## src/rtl/usb_seq_pkg.sv

```systemverilog
// Shared state type and sizing helpers for the USB STAT sequence matcher.
package usb_seq_pkg;

  typedef enum logic [1:0] {
    IDLE,
    HOLD,
    WAIT_NEXT,
    DONE
  } seq_state_e;

  function automatic int stgWidth(input int stages);
    return $clog2(stages + 1);
  endfunction

  // Zero requested stages behaves as one; oversize requests clamp to the built maximum.
  function automatic int clampStages(input int num, input int maxStages);
    if (num == 0) return 1;
    if (num > maxStages) return maxStages;
    return num;
  endfunction

endpackage

```

## src/rtl/usb_seq_stage_cmp.sv

```systemverilog
// One masked comparator per sequence stage against the live capture status.
module usb_seq_stage_cmp
  import usb_seq_pkg::*;
#(
  parameter int pSTAT_WIDTH = 5,
  parameter int pSTAGES     = 4
) (
  input  logic [pSTAGES*pSTAT_WIDTH-1:0] pattern_i,
  input  logic [pSTAGES*pSTAT_WIDTH-1:0] mask_i,
  input  logic [pSTAT_WIDTH-1:0]         stat_i,
  output logic [pSTAGES-1:0]             match_o
);

  for (genvar k = 0; k < pSTAGES; k++) begin : g_cmp
    logic [pSTAT_WIDTH-1:0] msk;
    assign msk        = mask_i[k*pSTAT_WIDTH +: pSTAT_WIDTH];
    assign match_o[k] = ((stat_i & msk) == (pattern_i[k*pSTAT_WIDTH +: pSTAT_WIDTH] & msk));
  end

endmodule

```

## src/rtl/usb_stat_seq_matcher.sv

```systemverilog
// Recognises an ordered sequence of masked status patterns with per-stage hold
// times and reports the completing sample and the cycles elapsed since arming.
module usb_stat_seq_matcher
  import usb_seq_pkg::*;
#(
  parameter int pSTAT_WIDTH = 5,
  parameter int pSTAGES     = 4,
  parameter int pHOLD_WIDTH = 8,
  parameter int pTS_WIDTH   = 16,
  localparam int pSTG_W     = stgWidth(pSTAGES)
) (
  input  logic                           fe_clk,
  input  logic                           reset_i,
  input  logic                           I_arm,
  input  logic                           I_update,
  input  logic [pSTG_W-1:0]              I_num_stages,
  input  logic [pSTAGES*pSTAT_WIDTH-1:0] I_pattern,
  input  logic [pSTAGES*pSTAT_WIDTH-1:0] I_mask,
  input  logic [pSTAGES*pHOLD_WIDTH-1:0] I_hold,
  input  logic [pSTAT_WIDTH-1:0]         I_fe_capture_stat,
  output logic                           O_match_pulse,
  output logic                           O_matched,
  output logic                           O_busy,
  output logic [pSTG_W-1:0]              O_stage,
  output logic [pSTAT_WIDTH-1:0]         O_match_stat,
  output logic [pTS_WIDTH-1:0]           O_match_time
);

  localparam int pIDX = 2 ** pSTG_W;

  seq_state_e                     state_q, state_d;
  logic [pSTG_W-1:0]              stage_q, stage_d, numStg_q, numEff;
  logic [pSTG_W-1:0]              lastStg, nextStg, candStg;
  logic [pHOLD_WIDTH-1:0]         cnt_q, cnt_d, candCnt;
  logic [pTS_WIDTH-1:0]           timer_q, timer_d, timerInc;
  logic [pTS_WIDTH-1:0]           mTime_q, mTime_d;
  logic [pSTAT_WIDTH-1:0]         mStat_q, mStat_d;
  logic                           matched_q, matched_d, pulse_q, pulse_d, armPrev_q;
  logic [pSTAGES*pSTAT_WIDTH-1:0] pattern_q, mask_q;
  logic [pSTAGES*pHOLD_WIDTH-1:0] hold_q;
  logic [pSTAGES-1:0]             matchVec;
  logic [pIDX-1:0]                matchPad;
  logic [pHOLD_WIDTH-1:0]         holdArr [pIDX];
  logic                           startEv, armFall, evalEn;

  usb_seq_stage_cmp #(
    .pSTAT_WIDTH(pSTAT_WIDTH),
    .pSTAGES    (pSTAGES)
  ) u_cmp (
    .pattern_i(pattern_q),
    .mask_i   (mask_q),
    .stat_i   (I_fe_capture_stat),
    .match_o  (matchVec)
  );

  // Pad per-stage vectors to a power of two so stage indices select without range checks.
  assign matchPad = {{(pIDX - pSTAGES){1'b0}}, matchVec};
  for (genvar k = 0; k < pIDX; k++) begin : g_hold
    if (k < pSTAGES) begin : g_used
      assign holdArr[k] = hold_q[k*pHOLD_WIDTH +: pHOLD_WIDTH];
    end else begin : g_pad
      assign holdArr[k] = '0;
    end
  end

  assign startEv  = I_arm & (~armPrev_q | I_update);
  assign armFall  = ~I_arm & armPrev_q;
  assign numEff   = pSTG_W'(clampStages(int'(I_num_stages), pSTAGES));
  assign lastStg  = numStg_q - pSTG_W'(1);
  assign nextStg  = stage_q + pSTG_W'(1);
  assign timerInc = (&timer_q) ? timer_q : timer_q + pTS_WIDTH'(1);

  always_comb begin
    state_d   = state_q;
    stage_d   = stage_q;
    cnt_d     = cnt_q;
    timer_d   = timer_q;
    matched_d = matched_q;
    pulse_d   = 1'b0;
    mStat_d   = mStat_q;
    mTime_d   = mTime_q;
    evalEn    = 1'b0;
    candStg   = '0;
    candCnt   = '0;
    if (startEv) begin
      state_d   = HOLD;
      stage_d   = '0;
      cnt_d     = '0;
      timer_d   = '0;
      matched_d = 1'b0;
      mStat_d   = '0;
      mTime_d   = '0;
    end else if (armFall) begin
      state_d = IDLE;
    end else begin
      // Pick the stage this sample is judged against; a miss falls back to stage 0.
      case (state_q)
        HOLD: begin
          timer_d = timerInc;
          evalEn  = 1'b1;
          if (matchPad[stage_q]) begin
            candStg = stage_q;
            candCnt = cnt_q;
          end
        end
        WAIT_NEXT: begin
          timer_d = timerInc;
          if (matchPad[nextStg]) begin
            evalEn  = 1'b1;
            candStg = nextStg;
          end else if (!matchPad[stage_q]) begin
            evalEn = 1'b1;
          end
        end
        default: ;
      endcase
      if (evalEn) begin
        if (!matchPad[candStg]) begin
          state_d = HOLD;
          stage_d = '0;
          cnt_d   = '0;
        end else if (candCnt == holdArr[candStg]) begin
          stage_d = candStg;
          cnt_d   = '0;
          if (candStg == lastStg) begin
            state_d   = DONE;
            matched_d = 1'b1;
            pulse_d   = 1'b1;
            mStat_d   = I_fe_capture_stat;
            mTime_d   = timerInc;
          end else begin
            state_d = WAIT_NEXT;
          end
        end else begin
          state_d = HOLD;
          stage_d = candStg;
          cnt_d   = candCnt + pHOLD_WIDTH'(1);
        end
      end
    end
  end

  always_ff @(posedge fe_clk or posedge reset_i) begin
    if (reset_i) begin
      state_q   <= IDLE;
      stage_q   <= '0;
      cnt_q     <= '0;
      timer_q   <= '0;
      matched_q <= 1'b0;
      pulse_q   <= 1'b0;
      mStat_q   <= '0;
      mTime_q   <= '0;
      armPrev_q <= 1'b0;
      pattern_q <= '0;
      mask_q    <= '0;
      hold_q    <= '0;
      numStg_q  <= '0;
    end else begin
      state_q   <= state_d;
      stage_q   <= stage_d;
      cnt_q     <= cnt_d;
      timer_q   <= timer_d;
      matched_q <= matched_d;
      pulse_q   <= pulse_d;
      mStat_q   <= mStat_d;
      mTime_q   <= mTime_d;
      armPrev_q <= I_arm;
      if (startEv) begin
        pattern_q <= I_pattern;
        mask_q    <= I_mask;
        hold_q    <= I_hold;
        numStg_q  <= numEff;
      end
    end
  end

  assign O_match_pulse = pulse_q;
  assign O_matched     = matched_q;
  assign O_busy        = (state_q == HOLD) || (state_q == WAIT_NEXT);
  assign O_stage       = stage_q;
  assign O_match_stat  = mStat_q;
  assign O_match_time  = mTime_q;

endmodule

```

## config.mk

```make
export PLATFORM = sky130hd
export DESIGN_NAME = usb_stat_seq_matcher
export DESIGN_NICKNAME = d
export VERILOG_FILES = /design/src/rtl/usb_seq_pkg.sv /design/src/rtl/usb_seq_stage_cmp.sv /design/src/rtl/usb_stat_seq_matcher.sv
export SDC_FILE = /design/constraint.sdc
export NUM_CORES = 1
export LEC_CHECK = 0
export CELL_PAD_IN_SITES_DETAIL_PLACEMENT = 0
export CELL_PAD_IN_SITES_GLOBAL_PLACEMENT = 1
export CORE_ASPECT_RATIO = 0.7
export CORE_MARGIN = 4
export CORE_UTILIZATION = 36
export DETAILED_ROUTE_END_ITERATION = 12
export PLACE_DENSITY_LB_ADDON = 0.1
export SLEW_MARGIN = 5
export SYNTH_ARGS = -nofsm -noshare
export SYNTH_HDL_FRONTEND = slang
export SYNTH_SLANG_ARGS = --single-unit
```

## constraint.sdc

```tcl
create_clock -name fe_clk -period 4.2 [get_ports fe_clk]
set_input_delay 0.84 -clock fe_clk [delete_from_list [all_inputs] [get_ports fe_clk]]
set_output_delay 0.84 -clock fe_clk [all_outputs]
set_load 0.005 [all_outputs]
```

* Word level (Yosys, flattened, before mapping)
Cells that the tools add are included.
Storage, ports and cells: register bits 128, input bits 84, output and inout bits 27
Operators by class: $add $sub $neg 4, order comparisons 5, equal/unequal tests 9, multiplexer cells 73, bitwise logic cells 14, reductions and logical operators 13
Operators with widths (count):
- 16-bit 2-to-1 mux | 10
- 8-bit 2-to-1 mux | 11
- 5-bit bitwise AND | 8
- 3-bit 2-to-1 mux | 11
- 5-bit 2-to-1 mux | 6
- 8-bit binary-select mux with 3-bit select | 1
- 1-bit 2-to-1 mux | 24
- 5-bit equality test | 4
- 16-bit by 1-bit adder with 16-bit output, second input constant | 1
- 16-bit AND reduction | 1
- 3-bit by 4-bit < comparator with 1-bit output, second input constant | 3
- 2-bit 2-to-1 mux | 5
- 2-bit nonzero test | 5
- 1-bit binary-select mux with 3-bit select | 3
- 8-bit by 1-bit adder with 8-bit output, second input constant | 1
- 8-bit equality test | 1
- 3-bit case mux with 2 select lines | 1
- 5-bit AND reduction | 1
- 4-bit >= comparator, second input constant | 1
- 3-bit NOT with 4-bit output | 1
- 2-bit AND reduction | 2
- 3-bit by 1-bit adder with 3-bit output, second input constant | 1
- 3-bit equality test | 1
- 3-bit greater-than comparator, second input constant | 1
- other kinds (12) | 14

* Logic depth before layout (Yosys ltp)
Gate-level depths: netlist of the first run.
depth in word-level cells 18, gate-level depth with buffers 16, mapped depth without buffers 13

* Hierarchy
A second synthesis of the first run with hierarchy kept.
Unflattened totals: cell total of the unflattened synthesis 783, area total of the unflattened synthesis 6801.5 um^2
By module, submodules not included:
- usb_stat_seq_matcher | times used 1, cells each 747, area an instance 6531.3 um^2, sequential area each 3203.1 um^2
- usb_seq_stage_cmp | times used 1, cells each 36, area an instance 270.3 um^2, sequential area each 0.0 um^2

* Least setup slack after synthesis of the first run
No wires, ideal clock.
kind input-to-reg, start point input I_fe_capture_stat[2], end point register cnt_q[3], arrival 3.728 ns, slack 0.352 ns, stages on the path 12, path buffers 1, cells stage by stage buf_6 -> xor2_1 -> a222oi_1 -> nand2_1 -> mux4_2 -> nor2_4 -> or3b_1 -> nor4b_2 -> o2bb2ai_1 -> o21a_2 -> a32o_1 -> a41o_1
On the way: cells in the longest elaborated chain, start to end 18, elaborated cells between the ends (all ways) 41
RTL lines:
- start: declaration | RTL line usb_stat_seq_matcher.sv:20 | input logic [pSTAT_WIDTH-1:0] I_fe_capture_stat,
- 5-bit bitwise AND | RTL line usb_seq_stage_cmp.sv:17 | assign match_o[k] = ((stat_i & msk) == (pattern_i[k*pSTAT_WIDTH +: pSTAT_WIDTH] & msk));
- 5-bit equality test | RTL line usb_seq_stage_cmp.sv:17
- 1-bit binary-select mux with 3-bit select (on tied branches) | RTL line usb_stat_seq_matcher.sv:108, usb_stat_seq_matcher.sv:101, usb_stat_seq_matcher.sv:111
- 1-bit 2-to-1 mux (on tied branches) | RTL line usb_stat_seq_matcher.sv:108, usb_stat_seq_matcher.sv:101, usb_stat_seq_matcher.sv:111
- 3-bit 2-to-1 mux (on tied branches) | RTL line usb_stat_seq_matcher.sv:108, usb_stat_seq_matcher.sv:101
- 3-bit case mux with 2 select lines | RTL line usb_stat_seq_matcher.sv:97 | case (state_q)
- 3-bit 2-to-1 mux | RTL line usb_stat_seq_matcher.sv:93 | end else if (armFall) begin
- 3-bit 2-to-1 mux | RTL line usb_stat_seq_matcher.sv:85 | if (startEv) begin
- 3-bit NOT with 4-bit output (implied by the code) | RTL line usb_stat_seq_matcher.sv:122 | end else if (candCnt == holdArr[candStg]) begin
- 8-bit binary-select mux with 3-bit select | RTL line usb_stat_seq_matcher.sv:122
- 8-bit 2-to-1 mux (implied by the code) (2 in a row) | RTL line usb_stat_seq_matcher.sv:122
- 8-bit equality test | RTL line usb_stat_seq_matcher.sv:122
- 8-bit 2-to-1 mux | RTL line usb_stat_seq_matcher.sv:122
- 8-bit 2-to-1 mux | RTL line usb_stat_seq_matcher.sv:118 | if (!matchPad[candStg]) begin
- 8-bit 2-to-1 mux | RTL line usb_stat_seq_matcher.sv:117 | if (evalEn) begin
- 8-bit 2-to-1 mux | RTL line usb_stat_seq_matcher.sv:93
- 8-bit 2-to-1 mux | RTL line usb_stat_seq_matcher.sv:85
- end signal: assignment | RTL line usb_stat_seq_matcher.sv:161 | cnt_q <= cnt_d;
- end: declaration | RTL line usb_stat_seq_matcher.sv:34 | logic [pHOLD_WIDTH-1:0] cnt_q, cnt_d, candCnt;
Parallel ways exist; a longest one is shown, timed or not. The select of a mux whose other input is x is not followed. A chain may end at the register's enable or synchronous reset.

* Worst setup path in the final report of the first run
start point input I_fe_capture_stat[2], end point register mTime_q[10] (netlist: O_match_time[10])
On the way: cells in the longest elaborated chain, start to end 15, elaborated cells between the ends (all ways) 39
RTL lines:
- 5-bit bitwise AND | RTL line usb_seq_stage_cmp.sv:17
- 5-bit equality test | RTL line usb_seq_stage_cmp.sv:17
- 1-bit binary-select mux with 3-bit select (on tied branches) | RTL line usb_stat_seq_matcher.sv:108, usb_stat_seq_matcher.sv:101, usb_stat_seq_matcher.sv:111
- 1-bit 2-to-1 mux (on tied branches) | RTL line usb_stat_seq_matcher.sv:108, usb_stat_seq_matcher.sv:101, usb_stat_seq_matcher.sv:111
- 3-bit 2-to-1 mux (on tied branches) | RTL line usb_stat_seq_matcher.sv:108, usb_stat_seq_matcher.sv:101
- 3-bit case mux with 2 select lines | RTL line usb_stat_seq_matcher.sv:97
- 3-bit 2-to-1 mux | RTL line usb_stat_seq_matcher.sv:93
- 3-bit 2-to-1 mux | RTL line usb_stat_seq_matcher.sv:85
- 3-bit NOT with 4-bit output (implied by the code) | RTL line usb_stat_seq_matcher.sv:122
- 8-bit binary-select mux with 3-bit select | RTL line usb_stat_seq_matcher.sv:122
- 8-bit 2-to-1 mux (implied by the code) (2 in a row) | RTL line usb_stat_seq_matcher.sv:122
- 8-bit equality test | RTL line usb_stat_seq_matcher.sv:122
- 2-bit nonzero test (no line)
- 5-bit AND reduction (no line) *
- end signal: assignment | RTL line usb_stat_seq_matcher.sv:166 | mTime_q <= mTime_d;
- end: declaration | RTL line usb_stat_seq_matcher.sv:36 | logic [pTS_WIDTH-1:0] mTime_q, mTime_d;
Mark *: on every way between the ends. The rest lies on a longest branch, timed or not. The select of a mux whose other input is x is not followed.

==> results of run 1 <==
-- worst register-to-register path: stages, from the launching register on --
cell and delay (ns):
dfrtp_1 0.46, ha_1 0.23, xor2_1 0.29, o32ai_1 0.17, and3_1 0.23, buf_4 0.15, or2_1 0.27, buf_4 0.17
a221oi_1 0.39, buf_4 0.19, o22ai_1 0.06, o22ai_1 0.21, o2bb2ai_2 0.13, o21a_2 0.24, a32o_1 0.25, a41o_1 0.20
-- through the flow --
step | instance area, um^2 | hold WS (ns)
2_1_floorplan | 6760 | 0.438
3_3_place_gp | 8440 | 0.460
3_5_place_dp | 8440 | 0.456
4_1_cts | 8980 | 0.472
5_1_grt | 8980 | 0.499
6_report | 8980 | 0.467
-- sequential cells by signal (all words and copies together) (netlist names) --
signal / cells
O_stage: 3
O_matched: 1
hold_q: 32
cnt_q: 8
pattern_q: 20
armPrev_q: 1
mask_q: 20
state_q: 2
O_match_time: 16
O_match_stat: 5
timer_q: 16
numStg_q: 3
O_match_pulse: 1
-- layer usage --
metal  global-route usage (%)  up-vias  routed length, um
met2                     25.7      126               7720
met1                     28.5     2752               9780
met5                        0        -                  0
met4                     5.15        0                 88
li1                         -     2928                  -
met3                     3.54        6                707
-- cell usage in the layout (no fill, tap or decap), drive strengths merged, types with 8 or more instances in the layout --
master | Yosys | layout
nand2 | 308 | 308
dfrtp | 128 | 128
clkdlybuf4s50 | 0 | 109
buf | 10 | 56
nor2 | 39 | 39
xor2 | 31 | 31
mux2i | 24 | 24
o21ai | 24 | 24
a21oi | 18 | 18
clkbuf | 36 | 18
inv | 13 | 17
nand3 | 12 | 12
xnor2 | 11 | 11
and3 | 10 | 10
nor3 | 10 | 10
or3 | 8 | 8
o211ai | 8 | 8
nor2b | 8 | 8
clkinvlp | 0 | 8
-- final cells by class --
type                    count  area share, %
flip-flops and latches    128           35.6
clock buffers              18           4.78
inverters                  13          0.585
clock inverters            14           1.23
repair buffers            166           17.5
well taps                 236           3.29
multi-input cells         606           37.0
-- worst max path at each step --
stage / start / to / slack, ns / cells past startpoint
floorplan: I_fe_capture_stat[2] / cnt_q[3]$_DFFE_PP0P_ / 0.35 / 12
global placement: I_fe_capture_stat[1] / cnt_q[3]$_DFFE_PP0P_ / -0.28 / 14
detailed placement: I_fe_capture_stat[1] / cnt_q[3]$_DFFE_PP0P_ / -0.40 / 15
CTS: I_fe_capture_stat[1] / cnt_q[3]$_DFFE_PP0P_ / 0.04 / 15
global route: I_fe_capture_stat[4] / O_match_stat[1]$_DFFE_PP0P_ / 0.007 / 15
finish: I_fe_capture_stat[2] / O_match_time[10]$_DFFE_PP0P_ / 0.16 / 15
-- kinds of logic (layout without fill, tap and decap cells) --
logic type	after synthesis	after routing	synth area share [%]
xor+xnor	42	42	5.45
compound gates	99	99	10.2
fa+ha+maj	6	6	1.11
simple gates	432	432	27.7
mux	27	27	4.39
buf+inv	59	211	3.74
flops	128	128	47.4
-- power by group through the flow --
stage               clock network (mW)  registers, mW  logic (mW)
global placement                     0           1.42       0.599
floorplan                            0           1.40       0.354
CTS                               1.40           1.40       0.611
global route                      1.45           1.42       0.682
finish                            1.36           1.40       0.607
detailed placement                   0           1.42       0.607
==> qor.txt, run 1 <==
Hold Fails Final Rpt = 0
# fillers = 1723
dpl cells = 1149
P_int = 2.38 mW
final core utilization = 49.3%
# nets final = 1022
CP Capture Type = flop
Crit Path Category = in2reg
vias = 5812
YS warnings = 0
hold_sp = hold_q[9]$_DFFE_PP0P_
leakage = 4.31 nW
Setup crit start kind = primary input
Critical R2R Capture = cnt_q[3]$_DFFE_PP0P_
width of the chip = 172 um
mapped cell area = 0.00675 mm^2
CP Data Required Time = 4.53 ns
f_max = 0.248 GHz
Min Clock Period, post-route = 4.04 ns
Psw = 0.993 mW
vias in the first global route = 5991
DR WL/cell = 15.5 um
RePlAce Congestion = 0.836
switching share of total power = 29.4%
synth unique cells = 63
total power = 3.37 mW
Max Buffers Root-to-Sink = 2
Die ar. = 0.0210 mm^2
Final setup viols = 0
clk sinks = 128
Syn Nets = 883
Post-synth EDFFs = 0
pin count of the biggest net entering global routing = 117
Slowest Stage Delay on Critical Path = 0.52 ns
Post-DP HPWL = 13400 um
Max VDD drop = 300 uV
Clock Latency Late Sink = 0.42 ns
global-route wire length before repair = 30600 um
total congestion overflow = 0
sequential share of power = 41.6%
I/O pins = 111
core area = 0.0182 mm^2
Hold-fix buffers, CTS = 0
Max-cap violations = 0
r2r worst-path depth = 15
sequential cell area fraction in the yosys report = 47.4%
cell taking the most area after synthesis = dfrtp_1
slack of the critical path = 0.162 ns
CTS buffer count = 17
ratio of cells with drive above 1 in the final layout = 10.9%
clock network power share = 40.4%
Multi-input gate area = 0.00332 mm^2
leading post-synthesis cells by cell area = dfrtp_1 47%, nand2_1 17%, xor2_1 4.0%
total negative slack = 0 ns
top cell type's share of synthesized area = 47.4%
initial DRC count = 392
CP max-delay cell = clkdlybuf4s50_1
combinational power share = 18.0%
Pwr per Cell Area = 376 mW/mm^2
Via density = 4.92
ys async rst share = 100%
Port Buf Inserts = 110
worst-margin pin slew = 0.903 ns
unrepaired setup endpoints after global routing = false
CP max FO = 11
clock skew = 0.0118 ns
CP top delay family = compound AO/OA/AOI/OAI gates
All-Layer GR Usage = 18.3%
worst hold path type = reg2reg
final wirelength = 18300 um
Worst EP arrival = 4.37 ns
status = finished clean
row cnt = 41
final routed DRC violation total = 0
Starting Density = 37.1%
Synth Flop Type = dfrtp_1
CTS tree = done
most numerous cell in the Yosys netlist = nand2_1
FF-to-FF setup slack = 0.45 ns
sequential cell area = 0.00320 mm^2
Final Max Slew Viols = 0
Final period util = 96.1%
post-route insts no fill = 1181
DIE HEIGHT = 123 um
syn avg cell area = 8.51 um^2
clock-pin slew on the worst setup and hold paths = 0.06 ns
post-CTS setup buffers = 0
Post-synth top cells = 308 x nand2_1, 128 x dfrtp_1, 37 x nor2_1
pre-CTS setup slack = -0.395 ns
H-tree depth = 4
cell count after synthesis = 793
CP cell instances = clkdlybuf4s50_1 > xor2_1 > a222oi_1 > buf_4 > and3_1 > o21ai_1 > buf_4 > a221o_1 > and3_1 > o2111a_1 > o22ai_1 > nor2_4 > nand4_4 > buf_12 > mux2i_1
reg-to-reg critical path startpoint = O_stage[1]$_DFFE_PP0P_
Antenna diodes = 0
CTS resizes = 0
Root Buffer = clkbuf_16
slew margin rel. = 39.7%
ANT nets after route = 0
Buf+Inv Stages, Crit Path = 4
initial antenna violation count = 0
1st-pass router iterations = 5
Hold Crit Depth = 2
hold endpoint = hold_q[9]$_DFFE_PP0P_
P&R area growth vs syn = 33.1%
#FFs+latches synth = 128
(Power assumes the default switching activity.)
==> run 2, diff against run 1 <==
CORE_UTILIZATION = 37   (was 36)
SYNTH_HIERARCHICAL = 1   (was unset)
==> run 2 against run 1 <==
Core utilization grew 4.2 points. Worst hold slack gained 0.0023 ns. First-iteration DRC count grew 29%. Flip-flop and latch count is the same. Synthesized cell count shrank 1.3%. Non-clock buffer count grew 37. Clock-buffer cell count is the same. Global-route usage grew 2.8 points. Area after synthesis grew 0.74%. Critical path depth grew 3. Combinational power shrank 2%. Die area shrank 1.9%. Largest cell class unchanged.
==> qor.txt, run 2 <==
DR WL/cell = 17.6 um (+13%)
total congestion overflow = 0 (unchanged)
status = finished clean
Synth Flop Type = dfrtp_1
Final period util = 95.9% (-0.24 points)
final routed DRC violation total = 0 (unchanged)
commonest non-fill, non-tap cell in the layout = nand2_1
FF-to-FF setup slack = 0.39 ns (-0.06 ns)
pin count of the biggest net entering global routing = 129 (+10%)
CP Capture Type = flop
I/O pins = 111 (unchanged)
initial antenna violation count = 0 (unchanged)
vias = 6181 (+6.3%)
Min Clock Period, post-route = 4.03 ns (-0.00997 ns)
clock skew = 0.0135 ns (+0.00169 ns)
leakage = 4.32 nW (+0.25%)
Die ar. = 0.0207 mm^2 (-1.9%)
P_int = 2.54 mW (+6.8%)
cell taking the most area after synthesis = dfrtp_1
hold_sp = hold_q[12]$_DFFE_PP0P_
placed cell area = 0.00864 mm^2 (+2.4%)
row cnt = 41 (unchanged)
1st-pass router iterations = 4 (-1)
Root Buffer = clkbuf_16
cell count after synthesis = 783 (-1.3%)
Clock Latency Late Sink = 0.42 ns (about the same)
Post-synth top cells = 276 x nand2_1, 128 x dfrtp_1, 52 x nor2_1
r2r worst-path depth = 16 (+1)
max reg flops = 32 (unchanged)
# nets final = 1053 (+3.0%)
commonest non-fill, non-tap cells in the layout = 272 x nand2_1, 128 x dfrtp_1, 105 x clkdlybuf4s50_1
slack of the critical path = 0.172 ns (+0.00997 ns)
reg-to-reg critical path startpoint = pattern_q[17]$_DFFE_PP0P_
Largest Register = hold_q
worst hold path type = reg2reg
global-route wire length before repair = 34300 um (+12%)
combinational power share = 17.0% (-1.0 points)
Post-DP HPWL = 14800 um (+11%)
Crit Path Category = in2reg
Port Buf Inserts = 110 (unchanged)
Psw = 0.959 mW (-3.4%)
#FFs+latches synth = 128 (unchanged)
top cell type's share of synthesized area = 47.1% (-0.35 points)
Hold Fails Final Rpt = 0 (unchanged)
P&R area growth vs syn = 41.8%
Worst EP arrival = 4.35 ns (-0.02 ns)
unrepaired setup endpoints after global routing = false
Post-synth EDFFs = 0 (unchanged)
Syn Nets = 873 (-1.1%)
met3 usage = 4.10% (+0.56 points)
f_max = 0.248 GHz (+0.25%)
Via density = 5.10 (+3.7%)
met2 global-route usage = 28.9% (+3.2 points)
core area = 0.0180 mm^2 (-1.1%)
GR met1 Demand/Resource = 33.9% (+5.4 points)
worst-margin pin slew = 0.923 ns (+0.0205 ns)
Pwr per Cell Area = 363 mW/mm^2 (-3.3%)
Max VDD drop = 302 uV (+0.89%)
Antenna diodes = 0 (unchanged)
Max-cap violations = 0 (unchanged)
vias in the first global route = 6300 (+5.2%)
syn avg cell area = 8.69 um^2 (+2.0%)
most numerous cell in the Yosys netlist = nand2_1
H-tree depth = 4 (unchanged)
Final setup viols = 0 (unchanged)
pre-CTS setup slack = -0.914 ns (-0.519 ns)
clk sinks = 128 (unchanged)
ratio of cells with drive above 1 in the final layout = 19.1% (+8.2 points)
final core utilization = 53.6% (+4.2 points)
switching share of total power = 27.4% (-2.0 points)
Critical R2R Capture = O_match_time[10]$_DFFE_PP0P_
mapped cell area = 0.00680 mm^2 (+0.74%)
CP max FO = 8 (-3)
largest registers = hold_q: 32 flops, mask_q: 20 flops, pattern_q: 20 flops
ANT nets after route = 0 (unchanged)
YS warnings = 6 (+6)
sequential share of power = 40.0% (-1.6 points)
final instance area = 0.00964 mm^2 (+7.3%)
leading post-synthesis cells by cell area = dfrtp_1 47%, nand2_1 15%, xor2_1 3.6%
CTS buffer count = 17 (unchanged)
Hold Crit Depth = 2 (unchanged)
Final Max Slew Viols = 0 (unchanged)
Hold-fix buffers, CTS = 0 (unchanged)
Worst Setup SP = I_fe_capture_stat[3]
synth unique cells = 58 (-7.9%)
RePlAce Congestion = 0.889 (+6.2%)
All-Layer GR Usage = 21.1% (+2.8 points)
Max Buffers Root-to-Sink = 2 (unchanged)
initial DRC count = 504 (+29%)
CP Data Required Time = 4.52 ns (about the same)
ys async rst share = 100% (unchanged)
Setup crit start kind = primary input
hold endpoint = hold_q[12]$_DFFE_PP0P_
clock-pin slew on the worst setup and hold paths = 0.06 ns (about the same)
total power = 3.50 mW (+3.8%)
width of the chip = 170 um (-0.95%)
layer with the highest usage = met1
DIE HEIGHT = 121 um (-0.93%)
Starting Density = 37.8% (+0.70 points)
sequential cell area fraction in the yosys report = 47.1% (-0.35 points)
total negative slack = 0 ns (unchanged)
CTS tree = done
slew margin rel. = 38.5% (-1.2 points)
final wirelength = 21300 um (+16%)
clock network power share = 43.0% (+2.6 points)
==> run 2: cell count changes after synthesis, sizes merged, moves of 5 or more <==
cell and change:
a2111oi +14, a211oi +11, a21oi +5, a221oi -5, a22o -6, and2 +9, clkbuf -6, mux2i -10
nand2 -32, nor2 +16, o21ai +5
==> run 2: critical path: stages <==
cell and delay, ns:
buf_2 0.13, buf_6 0.12, xor2_1 0.15, a222oi_1 0.11, and3_4 0.19, buf_4 0.12
mux4_2 0.50, nand4_4 0.12, a21boi_4 0.36, buf_4 0.18, a2111oi_2 0.04, a2111oi_2 0.48
a2111oi_4 0.13, and4_4 0.26, buf_6 0.14, buf_12 0.12, buf_16 0.13, a211oi_2 0.22
==> run 2: cell type report <==
class | instances | area [um^2]
inverters | 13 | 52.6
flip-flops and latches | 128 | 3200
clock inverters | 13 | 164
multi-input cells | 600 | 3560
repair buffers | 203 | 1940
fillers | 1684 | 8360
well taps | 236 | 295
clock buffers | 18 | 429
==> run 2: metrics by stage <==
step	instances	hold WS (ns)
final	1211	0.469
after detailed placement	1167	0.462
after global routing	1211	0.491
after CTS	1212	0.479
after floorplan	783	0.439
after global placement	1167	0.459
==> run 2: how the worst max path moves through the flow <==
stage / slack [ns] / to / cells after the start
2_1_floorplan: 0.28 / O_match_time[0]$_DFFE_PP0P_ / 15
3_3_place_gp: -0.88 / O_match_stat[3]$_DFFE_PP0P_ / 16
3_5_place_dp: -0.91 / O_match_time[0]$_DFFE_PP0P_ / 16
4_1_cts: 0.03 / O_match_time[15]$_DFFE_PP0P_ / 18
5_1_grt: 0.007 / O_match_time[11]$_DFFE_PP0P_ / 18
6_report: 0.17 / O_match_time[1]$_DFFE_PP0P_ / 18
==> run 2: power groups by stage <==
stage          Clock [mW]  Combinational, mW  Sequential (mW)
4_1_cts              1.54              0.596             1.40
3_5_place_dp            0              0.560             1.42
2_1_floorplan           0              0.310             1.40
6_report             1.51              0.594             1.40
3_3_place_gp            0              0.552             1.42
5_1_grt              1.59              0.659             1.41
==> run 2: what timing repair did <==
| action | in CTS | in global routing |
|---|---|---|
| setup buffers | 13 | 2 |
| setup endpoints to repair | 33 | 23 |
| resized for setup | 70 | 17 |
| cloned | 3 | 0 |
| pin swaps | 19 | 10 |
==> run 2: per-layer routing <==
layer	wire length (um)	vias up
li1	-	3013
met1	11500	2996
met2	8440	156
met3	1100	16
met4	199	0
met5	0	-
==> run 2: logic make-up (layout without fill, tap and decap cells) <==
kind of cell,after synthesis,in the layout,share of synthesized area (%)
muxes,18,18,3.24
xor gates and xnor gates,41,41,5.28
adders and majority gates,6,6,1.10
DFF,128,128,47.1
buffers and inverters,55,247,4.14
AOI/OAI and AO/OA,117,117,12.9
and+or+nand+nor,418,418,26.3
